==> config.mk <==
export PLATFORM = sky130hd
export DESIGN_NAME = counter_cmp_irq
export DESIGN_NICKNAME = d
export VERILOG_FILES = /design/src/rtl/counter_cmp_irq.sv
export SDC_FILE = /design/constraint.sdc
export NUM_CORES = 1
export LEC_CHECK = 0
export BUFFER_PORTS_ARGS = -buffer_cell sky130_fd_sc_hd__clkbuf_2
export CORE_UTILIZATION = 25
export DETAILED_ROUTE_END_ITERATION = 16
export GPL_ROUTABILITY_DRIVEN = 0
export GPL_TIMING_DRIVEN = 0
export SYNTH_ARGS = -nofsm -noshare
export SYNTH_HDL_FRONTEND = slang
export SYNTH_SLANG_ARGS = --single-unit
==> constraint.sdc <==
create_clock -name clk -period 4.2 [get_ports clk]
set_clock_uncertainty 0.2 [all_clocks]
set_input_delay 0.21 -clock clk [delete_from_list [all_inputs] [get_ports clk]]
set_output_delay 0.21 -clock clk [all_outputs]
set_load 0.005 [all_outputs]
==> src/rtl/counter_cmp_irq.sv <==
// counter_cmp_irq: compare/interrupt stage that sits behind the free-running
// user counter. Two compare channels with rising-edge match detection, a
// capture register on channel 0, a level interrupt and a simple PWM output.
// The register file uses the same valid/ready/wstrb native bus as the counter.
//
// Bus handshake (valid/ready):
//   The master raises valid with we/addr/wstrb/wdata stable and holds them
//   until it sees ready. The access is performed on the clock edge where the
//   FSM is IDLE and valid is high. Write side effects commit on that edge.
//   ready is high for exactly the following cycle, and rdata is valid only
//   during that cycle (0 otherwise). The ACK cycle ignores valid, so a master
//   that keeps valid high gets a new access every second cycle. An
//   asynchronous reset returns the FSM to IDLE without issuing ready.
//
// BITS must be 32: byte-lane strobes assume four 8-bit lanes.

module counter_cmp_irq #(
  parameter int BITS = 32
) (
  input  logic            clk,
  input  logic            reset,
  input  logic            clk_enb,
  input  logic [BITS-1:0] count,
  input  logic            valid,
  input  logic            we,
  input  logic [2:0]      addr,
  input  logic [3:0]      wstrb,
  input  logic [BITS-1:0] wdata,
  output logic            ready,
  output logic [BITS-1:0] rdata,
  output logic            irq,
  output logic [1:0]      match,
  output logic            pwm_out
);

  // Register word indices.
  localparam logic [2:0] A_CTRL    = 3'd0;
  localparam logic [2:0] A_CMP0    = 3'd1;
  localparam logic [2:0] A_CMP1    = 3'd2;
  localparam logic [2:0] A_STATUS  = 3'd3;
  localparam logic [2:0] A_CAPTURE = 3'd4;

  // CTRL bit positions.
  localparam int C_EN0      = 0;
  localparam int C_EN1      = 1;
  localparam int C_IE0      = 2;
  localparam int C_IE1      = 3;
  localparam int C_PWM_EN   = 4;
  localparam int C_ONESHOT0 = 5;

  // Bus FSM state; state_q is the observable state for checkers.
  typedef enum logic {
    ST_IDLE = 1'b0,
    ST_ACK  = 1'b1
  } bus_state_t;

  bus_state_t state_q;
  bus_state_t state_d;

  // Architectural registers.
  logic [5:0]      ctrl_q;
  logic [5:0]      ctrl_d;
  logic [BITS-1:0] cmp0_q;
  logic [BITS-1:0] cmp0_d;
  logic [BITS-1:0] cmp1_q;
  logic [BITS-1:0] cmp1_d;
  logic [1:0]      status_q;
  logic [1:0]      status_d;
  logic [BITS-1:0] capture_q;
  logic [BITS-1:0] rdata_q;
  logic [BITS-1:0] rd_mux;

  // Match detection state.
  logic [1:0] eq;
  logic [1:0] eq_prev_q;
  logic [1:0] hit;
  logic [1:0] match_q;
  logic       irq_q;
  logic       pwm_q;

  // Decoded bus strobes.
  logic       access;
  logic       wr_en;
  logic       wr_ctrl;
  logic       wr_cmp0;
  logic       wr_cmp1;
  logic       wr_status;
  logic [1:0] w1c_mask;

  // Merge the write data into an existing word, one byte lane per strobe bit.
  function automatic logic [BITS-1:0] merge_bytes(
    input logic [BITS-1:0] old_v,
    input logic [BITS-1:0] new_v,
    input logic [3:0]      strb
  );
    logic [BITS-1:0] r;
    r = old_v;
    for (int i = 0; i < 4; i++) begin
      if (strb[i]) begin
        r[8*i +: 8] = new_v[8*i +: 8];
      end
    end
    return r;
  endfunction

  // ------------------------------------------------------------------------
  // Bus FSM
  // ------------------------------------------------------------------------

  // State register: IDLE after reset, no pending acknowledge survives reset.
  always_ff @(posedge clk or posedge reset) begin
    if (reset) begin
      state_q <= ST_IDLE;
    end else begin
      state_q <= state_d;
    end
  end

  // Next state: accept a request in IDLE, always return from ACK after one cycle.
  always_comb begin
    state_d = state_q;
    case (state_q)
      ST_IDLE: if (valid) state_d = ST_ACK;
      ST_ACK:  state_d = ST_IDLE;
      default: state_d = ST_IDLE;
    endcase
  end

  // FSM outputs: ready is the ACK state itself, so it lasts exactly one cycle.
  always_comb begin
    ready = (state_q == ST_ACK);
  end

  assign access    = (state_q == ST_IDLE) && valid;
  assign wr_en     = access && we;
  assign wr_ctrl   = wr_en && (addr == A_CTRL);
  assign wr_cmp0   = wr_en && (addr == A_CMP0);
  assign wr_cmp1   = wr_en && (addr == A_CMP1);
  assign wr_status = wr_en && (addr == A_STATUS);
  assign w1c_mask  = (wr_status && wstrb[0]) ? wdata[1:0] : 2'b00;

  // Read multiplexer over the current register contents; unmapped words read 0.
  always_comb begin
    rd_mux = '0;
    case (addr)
      A_CTRL:    rd_mux = {{(BITS-6){1'b0}}, ctrl_q};
      A_CMP0:    rd_mux = cmp0_q;
      A_CMP1:    rd_mux = cmp1_q;
      A_STATUS:  rd_mux = {{(BITS-2){1'b0}}, status_q};
      A_CAPTURE: rd_mux = capture_q;
      default:   rd_mux = '0;
    endcase
  end

  // Read data is registered on the accepting edge and zero outside ACK.
  always_ff @(posedge clk or posedge reset) begin
    if (reset) begin
      rdata_q <= '0;
    end else if (access && !we) begin
      rdata_q <= rd_mux;
    end else begin
      rdata_q <= '0;
    end
  end

  assign rdata = rdata_q;

  // ------------------------------------------------------------------------
  // Match detection
  // ------------------------------------------------------------------------

  // Per-channel equality, qualified by the channel enable.
  always_comb begin
    eq[0] = ctrl_q[C_EN0] && (count == cmp0_q);
    eq[1] = ctrl_q[C_EN1] && (count == cmp1_q);
  end

  // A hit is a rising edge of eq seen on an enabled counter cycle.
  always_comb begin
    hit = clk_enb ? (eq & ~eq_prev_q) : 2'b00;
  end

  // Previous-equality flags advance only with the counter enable.
  always_ff @(posedge clk or posedge reset) begin
    if (reset) begin
      eq_prev_q <= 2'b00;
    end else if (clk_enb) begin
      eq_prev_q <= eq;
    end
  end

  // One-cycle match pulses, one cycle after the hit.
  always_ff @(posedge clk or posedge reset) begin
    if (reset) begin
      match_q <= 2'b00;
    end else begin
      match_q <= hit;
    end
  end

  assign match = match_q;

  // ------------------------------------------------------------------------
  // Register file
  // ------------------------------------------------------------------------

  // Next register values: hardware updates first, software writes layered on top
  // for CTRL (software wins), hardware set layered on top for STATUS (set wins).
  always_comb begin
    ctrl_d = ctrl_q;
    if (hit[0] && ctrl_q[C_ONESHOT0]) begin
      ctrl_d[C_EN0] = 1'b0;
    end
    if (wr_ctrl && wstrb[0]) begin
      ctrl_d = wdata[5:0];
    end

    cmp0_d = wr_cmp0 ? merge_bytes(cmp0_q, wdata, wstrb) : cmp0_q;
    cmp1_d = wr_cmp1 ? merge_bytes(cmp1_q, wdata, wstrb) : cmp1_q;

    status_d = (status_q & ~w1c_mask) | hit;
  end

  // Register file state.
  always_ff @(posedge clk or posedge reset) begin
    if (reset) begin
      ctrl_q   <= '0;
      cmp0_q   <= '0;
      cmp1_q   <= '0;
      status_q <= '0;
    end else begin
      ctrl_q   <= ctrl_d;
      cmp0_q   <= cmp0_d;
      cmp1_q   <= cmp1_d;
      status_q <= status_d;
    end
  end

  // Capture the live count on every channel-0 hit.
  always_ff @(posedge clk or posedge reset) begin
    if (reset) begin
      capture_q <= '0;
    end else if (hit[0]) begin
      capture_q <= count;
    end
  end

  // ------------------------------------------------------------------------
  // Interrupt and PWM
  // ------------------------------------------------------------------------

  // Level interrupt from the registered status masked by the enables.
  always_ff @(posedge clk or posedge reset) begin
    if (reset) begin
      irq_q <= 1'b0;
    end else begin
      irq_q <= |(status_q & {ctrl_q[C_IE1], ctrl_q[C_IE0]});
    end
  end

  assign irq = irq_q;

  // PWM: high while count is below CMP0; held without clk_enb, forced low when disabled.
  always_ff @(posedge clk or posedge reset) begin
    if (reset) begin
      pwm_q <= 1'b0;
    end else if (!ctrl_q[C_PWM_EN]) begin
      pwm_q <= 1'b0;
    end else if (clk_enb) begin
      pwm_q <= (count < cmp0_q);
    end
  end

  assign pwm_out = pwm_q;

endmodule

==> results.py, run 1 <==
metrics = {
    "power_and_ir_drop": {
        "clkPwrFrac_pct": 41.7,
        "p_per_area_nw_per_um2": 396,
        "seq_power_share_pct": 42.3,
        "p_sw_uw": 1040,
        "switching_share_pct": 27.4,
        "p_int_uw": 2740,
        "pwr-share-comb_pct": 16.0,
        "irDropWorstVdd_mv": 0.261,
        "p_leak_uw": 0.00441,
    },
    "critical_path": {
        "cp_cell_sequence": "dlygate4sd3_1 > clkbuf_2 > ha_1 > nand4_1 > nor4_2 > and4_1 > buf_6 > buf_12 > mux2_4",
        "path_class": "in -> reg",
        "slowest_delay_ns": 0.53,
        "required_ns": 4.31,
        "crit_arrival_ns": 2.75,
        "regToRegSetupSlack_ns": 1.62,
        "r2r_start": "cmp0_q[27]",
        "startpoint_type": "input pin",
        "slowest_stage": "dlygate4sd3_1",
        "crit_buf_inv": 4,
        "crit_family": "buffers and inverters",
        "worstSetupEndpointType": "register",
        "worstReg2RegEnd": "capture_q[19]",
        "worstRegToRegCells": 8,
        "path_max_fanout": 10,
    },
    "timing": {
        "worstMarginPinSlew_ns": 0.718,
        "clock.fmax_mhz": 379,
        "setup_viol": 0,
        "slew-limit-headroom_pct": 52.1,
        "post-route-min-period_ns": 2.64,
        "slew_viol_final": 0,
        "post-route-period-util_pct": 62.9,
        "hold_viol_final": 0,
        "rsz0062_at_grt": "false",
        "setup-tns-final_ns": 0,
    },
    "cts": {
        "clk_pin_slew_ns": 0.07,
        "cts_max_level": 4,
        "cts_tree": "yes",
        "clock-sinks": 143,
        "cts_setup_buffers": 0,
        "cts.path.max_buffers": 2,
        "cts-buffers-inserted": 17,
        "worstSkewPairLatency_ns": 0.43,
        "cts-root-buf": "clkbuf_16",
        "cts_resized": 0,
        "hold_buffers": 67,
    },
    "logic_synthesis": {
        "ys.flop_type": "dfrtp_1",
        "synth_nets": 716,
        "yosysTopAreaCell": "dfrtp_1",
        "syn_inst": 608,
        "ys_top_cells_by_area": "dfrtp_1 50%, mux2_2 11%, mux2_4 6.1%",
        "synth_area_um2": 7190,
        "synth.distinct_cells": 49,
        "yosysWarnings": 0,
        "async_flop_share_pct": 100,
        "yosysSeqAreaShare_pct": 49.7,
        "synth_top_area_share_pct": 49.7,
        "synth_edf_count": 0,
        "avgSynthCellArea_um2": 11.8,
        "yosys_register_bits": 143,
    },
    "global_routing": {
        "overflow": 0,
        "antenna_found_initial": 1,
        "grtUsageTotal_pct": 15.0,
        "grt_pass1_wl_um": 32300,
        "grt_max_degree": 40,
        "first_global_vias": 5610,
    },
    "die": {
        "core_um2": 28000,
        "die_y_um": 172,
        "rows": 61,
        "initial_core_util_pct": 25.7,
        "dieArea_um2": 29500,
        "die_w_um": 172,
        "io_pins": 113,
    },
    "finish": {
        "layout_commonest_cell": "dfrtp_1",
        "multi_input_area_um2": 3290,
        "area_growth_pct": 32.8,
        "layout_common_cells": "143 x dfrtp_1, 109 x clkbuf_2, 71 x mux2_2",
        "n_antenna_cell": 0,
        "fin_nets": 914,
        "fin_area_um2": 9550,
        "fill_cells": 2819,
        "postLayoutCoreUtil_pct": 34.1,
        "register_area_um2": 3580,
        "drive_gt1_share_pct": 33.0,
    },
    "worst_hold_path": {
        "min-delay-start": "addr[2]",
        "holdPathEnd": "rdata[1]",
        "hold_path_class": "in -> reg",
        "worstHoldPathCells": 3,
    },
    "placed_design": {
        "place_area_um2": 8280,
        "hpwl_um": 15700,
        "io_buffer_count": 109,
    },
    "job": {
        "maxCapViolCount": 0,
    },
    "routing": {
        "postRouteAntennaNets": 0,
        "drtIter0Drc": 426,
        "post_drt_wl_per_cell_um": 17.7,
        "drc": 0,
        "firstDrtPassIters": 7,
        "vias": 5434,
        "wirelength_um": 21200,
        "viasPerCell": 4.54,
        "top_layer": "met5",
        "met1Wirelength_um": 9670,
        "dr_wl_met3_um": 1350,
        "routed-wl-met2_um": 9910,
    },
    "status": {
        "outcome": "completed",
    },
}
state kept, by name, summed over array words and instances, names as in the netlist:
name,count
irq,1
match,2
capture_q,32
pwm_out,1
eq_prev_q,2
ctrl_q,6
cmp1_q,32
rdata,32
status_q,2
ready,1
cmp0_q,32
stage by stage:
stage,worst slack (ns),power [uW],instances,hold WS [ns]
2_1_floorplan,1.96,1960,608,0.106
4_1_cts,1.57,3800,1197,0.0184
3_5_place_dp,1.64,2170,1098,0.152
3_3_place_gp,0.996,2150,1095,0.238
5_1_grt,1.43,3940,1197,0.0341
6_report,1.56,3780,1197,0.0251
cells in the mapped netlist, types with 2 or more instances:
cell	count
nor2b_1	4
mux2_2	71
nand2_1	12
o21ai_0	6
a21o_1	6
buf_1	4
and4_1	2
ha_1	32
nand2_4	3
o211ai_1	2
nor2_1	69
nor4_4	2
xnor2_1	21
o22a_1	2
nand2b_1	5
xor2_1	6
a21boi_0	2
mux2_1	2
dfrtp_1	143
nand4_1	12
nand4_2	2
a22oi_1	34
buf_2	10
nand3_1	9
nor4_1	5
inv_1	39
o31ai_1	2
clkbuf_1	10
a21oi_1	37
buf_12	3
mux2_4	29
a22o_1	2
a221oi_1	4
per-layer routing:
metal  track usage [%]  vias to the layer above
li1                  -                     2549
met1              20.0                     2691
met2              23.8                      172
met3              3.84                       20
met4              4.35                        2
met5                 0                        -
worst max path at each step:
stage | from | endpoint | depth (start not counted)
after CTS | count[27] | capture_q[19] | 9
after global placement | reset | rdata[27] | 2
after global routing | count[27] | capture_q[14] | 9
after detailed placement | cmp0_q[27] | capture_q[5] | 8
after floorplan | cmp0_q[13] | capture_q[10] | 8
final | count[27] | capture_q[19] | 9
worst register-to-register path, cell delays in order, from the launching register on:
cell     delay, ns
dfrtp_1       0.38
inv_1         0.06
ha_1          0.32
nand4_1       0.22
nor4_2        0.38
and4_1        0.25
buf_6         0.18
buf_12        0.17
mux2_4        0.31
kinds of logic after synthesis:
kind of cell	after synthesis	synth area share, %
compound gates	104	9.67
xor+xnor	27	3.29
fa+ha+maj	32	5.57
buf+inv	67	4.45
flops	143	49.7
mux	102	17.5
simple gates	133	9.79
power by group through the flow:
stage	logic [uW]	clock network [uW]	registers, uW
3_3_place_gp	532	0	1620
3_5_place_dp	551	0	1620
4_1_cts	608	1590	1600
6_report	605	1580	1600
2_1_floorplan	370	0	1590
5_1_grt	668	1650	1620
cell type report:
type                    instances  share of cell area (%)
plain buffers                  28                    1.82
clock buffers                  19                    4.64
clock inverters                13                    1.72
inverters                      39                    1.57
multi-input cells             398                    34.5
flip-flops and latches        143                    37.5
well taps                     378                    4.95
repair buffers                179                    13.4
Power figures use the tool's default switching activity.
==> run 2: changes to the inputs <==
Settings changed: ABC_AREA set to 1.
Clock period 4.2 ns to 2.7 ns, I/O delays scaled along.
==> run 2 against run 1 <==
Effect of this change:
- worst setup slack worse by 1.3 ns
- utilization fell by 0.27 points
- critical path depth down 1
- clock power up 49%
- synthesized cell count increased by 52%
- count of clock-buffer cells in the layout stayed put
- routed wire length is 12% higher
- die area is 1.4% higher
- sequential power increased by 56%
- first-iteration DRC count rose by 9.4%
- sequential cell count did not move
- critical path type is now reg -> reg
==> results.py, run 2 <==
metrics = {
    "die": {
        "io_pins": 113,
        "die_w_um": 173,
        "rows": 62,
        "dieArea_um2": 29900,
        "initial_core_util_pct": 25.4,
        "core_um2": 28700,
        "die_y_um": 173,
    },
    "logic_synthesis": {
        "synth_top_area_share_pct": 49.1,
        "syn_inst": 925,
        "yosysWarnings": 0,
        "synth_edf_count": 0,
        "yosysSeqAreaShare_pct": 49.1,
        "synth_area_um2": 7290,
        "yosys_register_bits": 143,
        "yosysMostFrequentCell": "nand2_1",
        "synth.distinct_cells": 31,
        "ys_top_cells_by_area": "dfrtp_1 49%, nand2_1 14%, inv_1 8.8%",
        "synth_nets": 1033,
        "ys_top_cells_by_count": "269 x nand2_1, 171 x inv_1, 143 x dfrtp_1",
        "ys.flop_type": "dfrtp_1",
        "async_flop_share_pct": 100,
        "avgSynthCellArea_um2": 7.88,
        "yosysTopAreaCell": "dfrtp_1",
    },
    "global_routing": {
        "first_global_vias": 6889,
        "grtUsageTotal_pct": 16.3,
        "grt_max_degree": 42,
        "overflow": 0,
        "antenna_found_initial": 0,
        "grt_pass1_wl_um": 37800,
    },
    "critical_path": {
        "startpoint_type": "register",
        "required_ns": 2.83,
        "crit_buf_inv": 3,
        "cp_cell_sequence": "inv_1 > nand2_1 > nor2_1 > inv_1 > nor2_2 > nand2_1 > clkbuf_1 > o21ai_0",
        "path_class": "reg -> reg",
        "crit_arrival_ns": 2.54,
        "worstSetupEndpointType": "register",
        "crit_family": "simple AND/OR/NAND/NOR gates",
        "slowest_stage": "nor2_2",
        "path_max_fanout": 10,
        "slowest_delay_ns": 0.43,
    },
    "cts": {
        "cts.path.max_buffers": 2,
        "cts_setup_buffers": 0,
        "cts_max_level": 4,
        "cts-buffers-inserted": 17,
        "clk_pin_slew_ns": 0.06,
        "cts-root-buf": "clkbuf_16",
        "clock-sinks": 143,
        "cts_tree": "yes",
        "worstSkewPairLatency_ns": 0.43,
    },
    "routing": {
        "drc": 0,
        "wirelength_um": 23700,
        "postRouteAntennaNets": 0,
        "post_drt_wl_per_cell_um": 15.5,
        "viasPerCell": 4.45,
        "firstDrtPassIters": 5,
        "vias": 6796,
        "drtIter0Drc": 466,
    },
    "job": {
        "maxCapViolCount": 0,
    },
    "power_and_ir_drop": {
        "irDropWorstVdd_mv": 0.404,
        "p_per_area_nw_per_um2": 603,
        "p_leak_uw": 0.00503,
    },
    "placed_design": {
        "place_area_um2": 8420,
        "hpwl_um": 18000,
        "io_buffer_count": 112,
    },
    "worst_hold_path": {
        "hold_path_class": "in -> reg",
    },
    "timing": {
        "hold_viol_final": 0,
        "post-route-period-util_pct": 89.2,
        "setup-tns-final_ns": 0,
        "post-route-min-period_ns": 2.41,
        "timing.hold.ws_ns": 0.0208,
        "worstMarginPinSlew_ns": 1.01,
        "slew-limit-headroom_pct": 32.1,
        "setup_viol": 0,
        "rsz0062_at_grt": "false",
        "slew_viol_final": 0,
        "clock.fmax_mhz": 415,
    },
    "finish": {
        "postLayoutCoreUtil_pct": 33.8,
        "layout_commonest_cell": "nand2_1",
        "fin_nets": 1239,
        "area_growth_pct": 33.2,
        "layout_common_cells": "269 x nand2_1, 170 x inv_1, 143 x dfrtp_1",
        "fill_cells": 3124,
        "fin_area_um2": 9710,
        "n_antenna_cell": 0,
        "drive_gt1_share_pct": 14.8,
    },
    "status": {
        "outcome": "completed",
    },
}
run 2: cell count changes in the layout (fill, tap and decap cells not counted), sizes merged, moves of 8 or more:
cell / delta
nand2: +254
inv: +138
o21ai: +109
mux2: -102
a22oi: -34
o221ai: +21
a21oi: -20
xnor2: -18
nor2: -14
nor3: +11
o22ai: +9
nor4: -8
run 2: cells by family (layout without fill, tap and decap cells):
| logic type | count (synthesis) | after routing | synth area share [%] |
|---|---|---|---|
| xor gates and xnor gates | 10 | 10 | 1.20 |
| and+or+nand+nor | 364 | 364 | 19.8 |
| buffers and inverters | 201 | 419 | 10.6 |
| adders and majority gates | 32 | 32 | 5.49 |
| DFF | 143 | 143 | 49.1 |
| AOI/OAI and AO/OA | 175 | 175 | 13.8 |
run 2: path summary, 6_finish.rpt:
path,start,endpoint,slack (ns),cells after the start
worst min-delay path,we,rdata[6],0.02,4
max in group asynchronous,reset,rdata[6],1.58,5
worst min register to register,cmp0_q[25],cmp0_q[25],0.28,2
min in group asynchronous,reset,rdata[17],0.04,3
worst max register to register,ready,cmp1_q[20],0.29,8
worst max-delay path,ready,cmp1_q[20],0.29,8
run 2: layout make-up:
class / count / area [um2] / share of cell area (%)
multi-input cells: 581 / 2940 / 30.3
inverters: 176 / 664 / 6.84
flip-flops and latches: 143 / 3580 / 36.8
plain buffers: 25 / 114 / 1.17
clock buffers: 19 / 443 / 4.56
repair buffers: 187 / 1350 / 13.9
well taps: 384 / 480 / 4.95
clock inverters: 12 / 136 / 1.40
run 2: timing repair:
action / CTS / global route
gates resized for setup: 0 / 2
endpoints found under the setup margin: 0 / 40
endpoints found under the hold margin: 223 / 0
hold buffers: 71 / 0
run 2: worst reg2reg max path, delay by kind of cell (launching register included):
kind,cells,cell delay [ns]
AOI/OAI and AO/OA,1,0.24
and+or+nand+nor,4,1.06
DFF,1,0.37
buffers and inverters,3,0.46
run 2: metal layers:
layer  GRT usage [%]  routed length [um]
met1            21.9               10900
met2            26.8               11000
met3            3.47                1260
met4            3.87                 429
met5               0                   0
run 2: power breakdown:
| part | leakage (uW) | internal (uW) | switching, uW |
|---|---|---|---|
| Sequential | 0.00191 | 2330 | 157 |
| Clock | 0.000264 | 1380 | 968 |
| Combinational | 0.00286 | 411 | 609 |
| Total | 0.00503 | 4120 | 1730 |
run 2: stage by stage:
stage	instances	total power (uW)	setup slack, ns
final	1527	5860	0.290
after global placement	1421	3400	-0.492
after detailed placement	1425	3450	0.0928
after global routing	1527	6160	0.0689
after CTS	1527	5910	0.0856
after floorplan	925	3080	0.574
==> run 3: changes to the inputs <==
Settings changed: CORE_ASPECT_RATIO set to 2, MAX_ROUTING_LAYER set to met4, SLEW_MARGIN set to 30.
==> run 3 against run 2 <==
Effect of this change:
- worst setup slack lost 0.038 ns
- final area grew 0.72%
- via count grew 2.0%
- clock power grew 8.5%
- critical path depth grew 1
- sequential share of layout area shrank 0.26 points
- cell count shrank 1.2%
- count of clock-buffer cells in the layout grew 1
- worst hold slack lost 0.0099 ns
- utilization grew 0.20 points
- global-route usage grew 2.2 points
- largest power group is now clock
==> results.py, run 3 (synthesized netlist as in run 2, its figures left out) <==
metrics = {
    "finish": {
        "n_antenna_cell": 0,
        "fin_area_um2": 9780,
        "fill_cells": 3031,
        "drive_gt1_share_pct": 14.6,
        "layout_commonest_cell": "nand2_1",
        "area_growth_pct": 34.1,
        "fin_nets": 1244,
        "layout_common_cells": "269 x nand2_1, 170 x inv_1, 143 x dfrtp_1",
    },
    "timing": {
        "post-route-period-util_pct": 90.7,
        "worstMarginPinSlew_ns": 0.797,
        "slew-limit-headroom_pct": 46.9,
        "slew_viol_final": 0,
        "clock.fmax_mhz": 409,
        "rsz0062_at_grt": "false",
        "setup-tns-final_ns": 0,
        "hold_viol_final": 0,
        "setup_viol": 0,
        "post-route-min-period_ns": 2.45,
    },
    "critical_path": {
        "startpoint_type": "register",
        "crit_arrival_ns": 2.55,
        "required_ns": 2.81,
        "path_max_fanout": 10,
        "path_class": "reg -> reg",
        "worstRegToRegCells": 9,
        "worstSetupEndpointType": "register",
    },
    "global_routing": {
        "grt_max_degree": 31,
        "overflow": 0,
        "antenna_found_initial": 0,
        "grt_pass1_wl_um": 39500,
        "grtUsageTotal_pct": 18.6,
        "first_global_vias": 7580,
    },
    "power_and_ir_drop": {
        "power.total_uw": 6080,
        "p_leak_uw": 0.00509,
        "p_per_area_nw_per_um2": 622,
        "irDropWorstVdd_mv": 0.488,
    },
    "die": {
        "die_y_um": 244,
        "core_um2": 28700,
        "initial_core_util_pct": 25.4,
        "io_pins": 113,
        "rows": 88,
        "dieArea_um2": 29900,
        "die_w_um": 123,
    },
    "routing": {
        "firstDrtPassIters": 7,
        "drc": 0,
        "vias": 6930,
        "postRouteAntennaNets": 0,
        "viasPerCell": 4.59,
        "wirelength_um": 25500,
        "drtIter0Drc": 430,
        "post_drt_wl_per_cell_um": 16.9,
    },
    "cts": {
        "cts_max_level": 4,
        "cts_resized": 0,
        "cts-buffers-inserted": 17,
        "clock-sinks": 143,
        "cts_tree": "yes",
        "cts-root-buf": "clkbuf_16",
        "cts_setup_buffers": 0,
        "worstSkewPairLatency_ns": 0.45,
        "clk_pin_slew_ns": 0.07,
        "cts.path.max_buffers": 2,
    },
    "worst_hold_path": {
        "worstHoldPathCells": 6,
        "hold_path_class": "in -> reg",
    },
    "placed_design": {
        "hpwl_um": 19900,
        "place_area_um2": 8410,
        "io_buffer_count": 112,
    },
    "status": {
        "outcome": "completed",
    },
    "job": {
        "maxCapViolCount": 0,
    },
}
run 3: changes by cell type in the layout (fill, tap and decap cells not counted):
cell,change
bufinv_16,+2
nor2_2,-1
clkinv_4,+4
nor2_1,+1
dlygate4sd3_1,+4
clkinvlp_4,-5
buf_12,+1
clkbuf_1,+2
inv_6,-1
clkbuf_8,-1
run 3: path summary, 6_finish.rpt:
path / from / end / slack, ns
worst min register to register: capture_q[2] / capture_q[2] / 0.28
max in group asynchronous: reset / capture_q[30] / 1.31
min in group asynchronous: reset / rdata[7] / 0.06
worst max register to register: ready / cmp1_q[8] / 0.25
worst max-delay path: ready / cmp1_q[8] / 0.25
worst min-delay path: addr[2] / status_q[0] / 0.01
run 3: where the power goes:
part | total (uW) | switching (uW) | internal, uW
registers | 2480 | 149 | 2330
logic | 1060 | 638 | 419
clock network | 2550 | 993 | 1550
run 3: repair_timing:
action / CTS / global route
endpoints found under the setup margin: 0 / 0
endpoints found under the hold margin: 150 / 4
hold buffers: 74 / 1
run 3: per-stage QoR:
stage               hold WS (ns)  setup WS, ns  cells  utilization, %
floorplan                 0.0229         0.574    925               -
global placement           0.165        -0.429   1397            28.9
detailed placement       -0.0145         0.264   1402            29.3
CTS                      0.00364         0.191   1508            34.0
global route              0.0623        0.0330   1509            34.0
finish                    0.0109         0.252   1509            34.0
run 3: final cells by class:
type | instances | area (um2) | area share (%)
flip-flops and latches | 143 | 3580 | 36.6
multi-input cells | 581 | 2940 | 30.1
repair buffers | 192 | 1410 | 14.4
inverters | 176 | 664 | 6.79
well taps | 360 | 450 | 4.60
clock buffers | 20 | 437 | 4.46
clock inverters | 12 | 185 | 1.89
plain buffers | 25 | 114 | 1.16
run 3: routing by layer:
| metal | track usage (%) | up-vias | wire [um] |
|---|---|---|---|
| met5 | - | - | 0 |
| met4 | 12.6 | 0 | 1570 |
| met3 | 3.14 | 96 | 1020 |
| met2 | 33.7 | 216 | 14200 |
| met1 | 17.2 | 3272 | 8710 |
| li1 | - | 3346 | - |
run 3: worst max-delay path: stages (launching register included):
cell,delay [ns]
dfrtp_1,0.38
inv_1,0.05
nand2_1,0.09
nor2_1,0.18
inv_1,0.08
nor2_1,0.47
nand2_1,0.33
clkbuf_1,0.31
nand2_1,0.13
o21ai_0,0.09
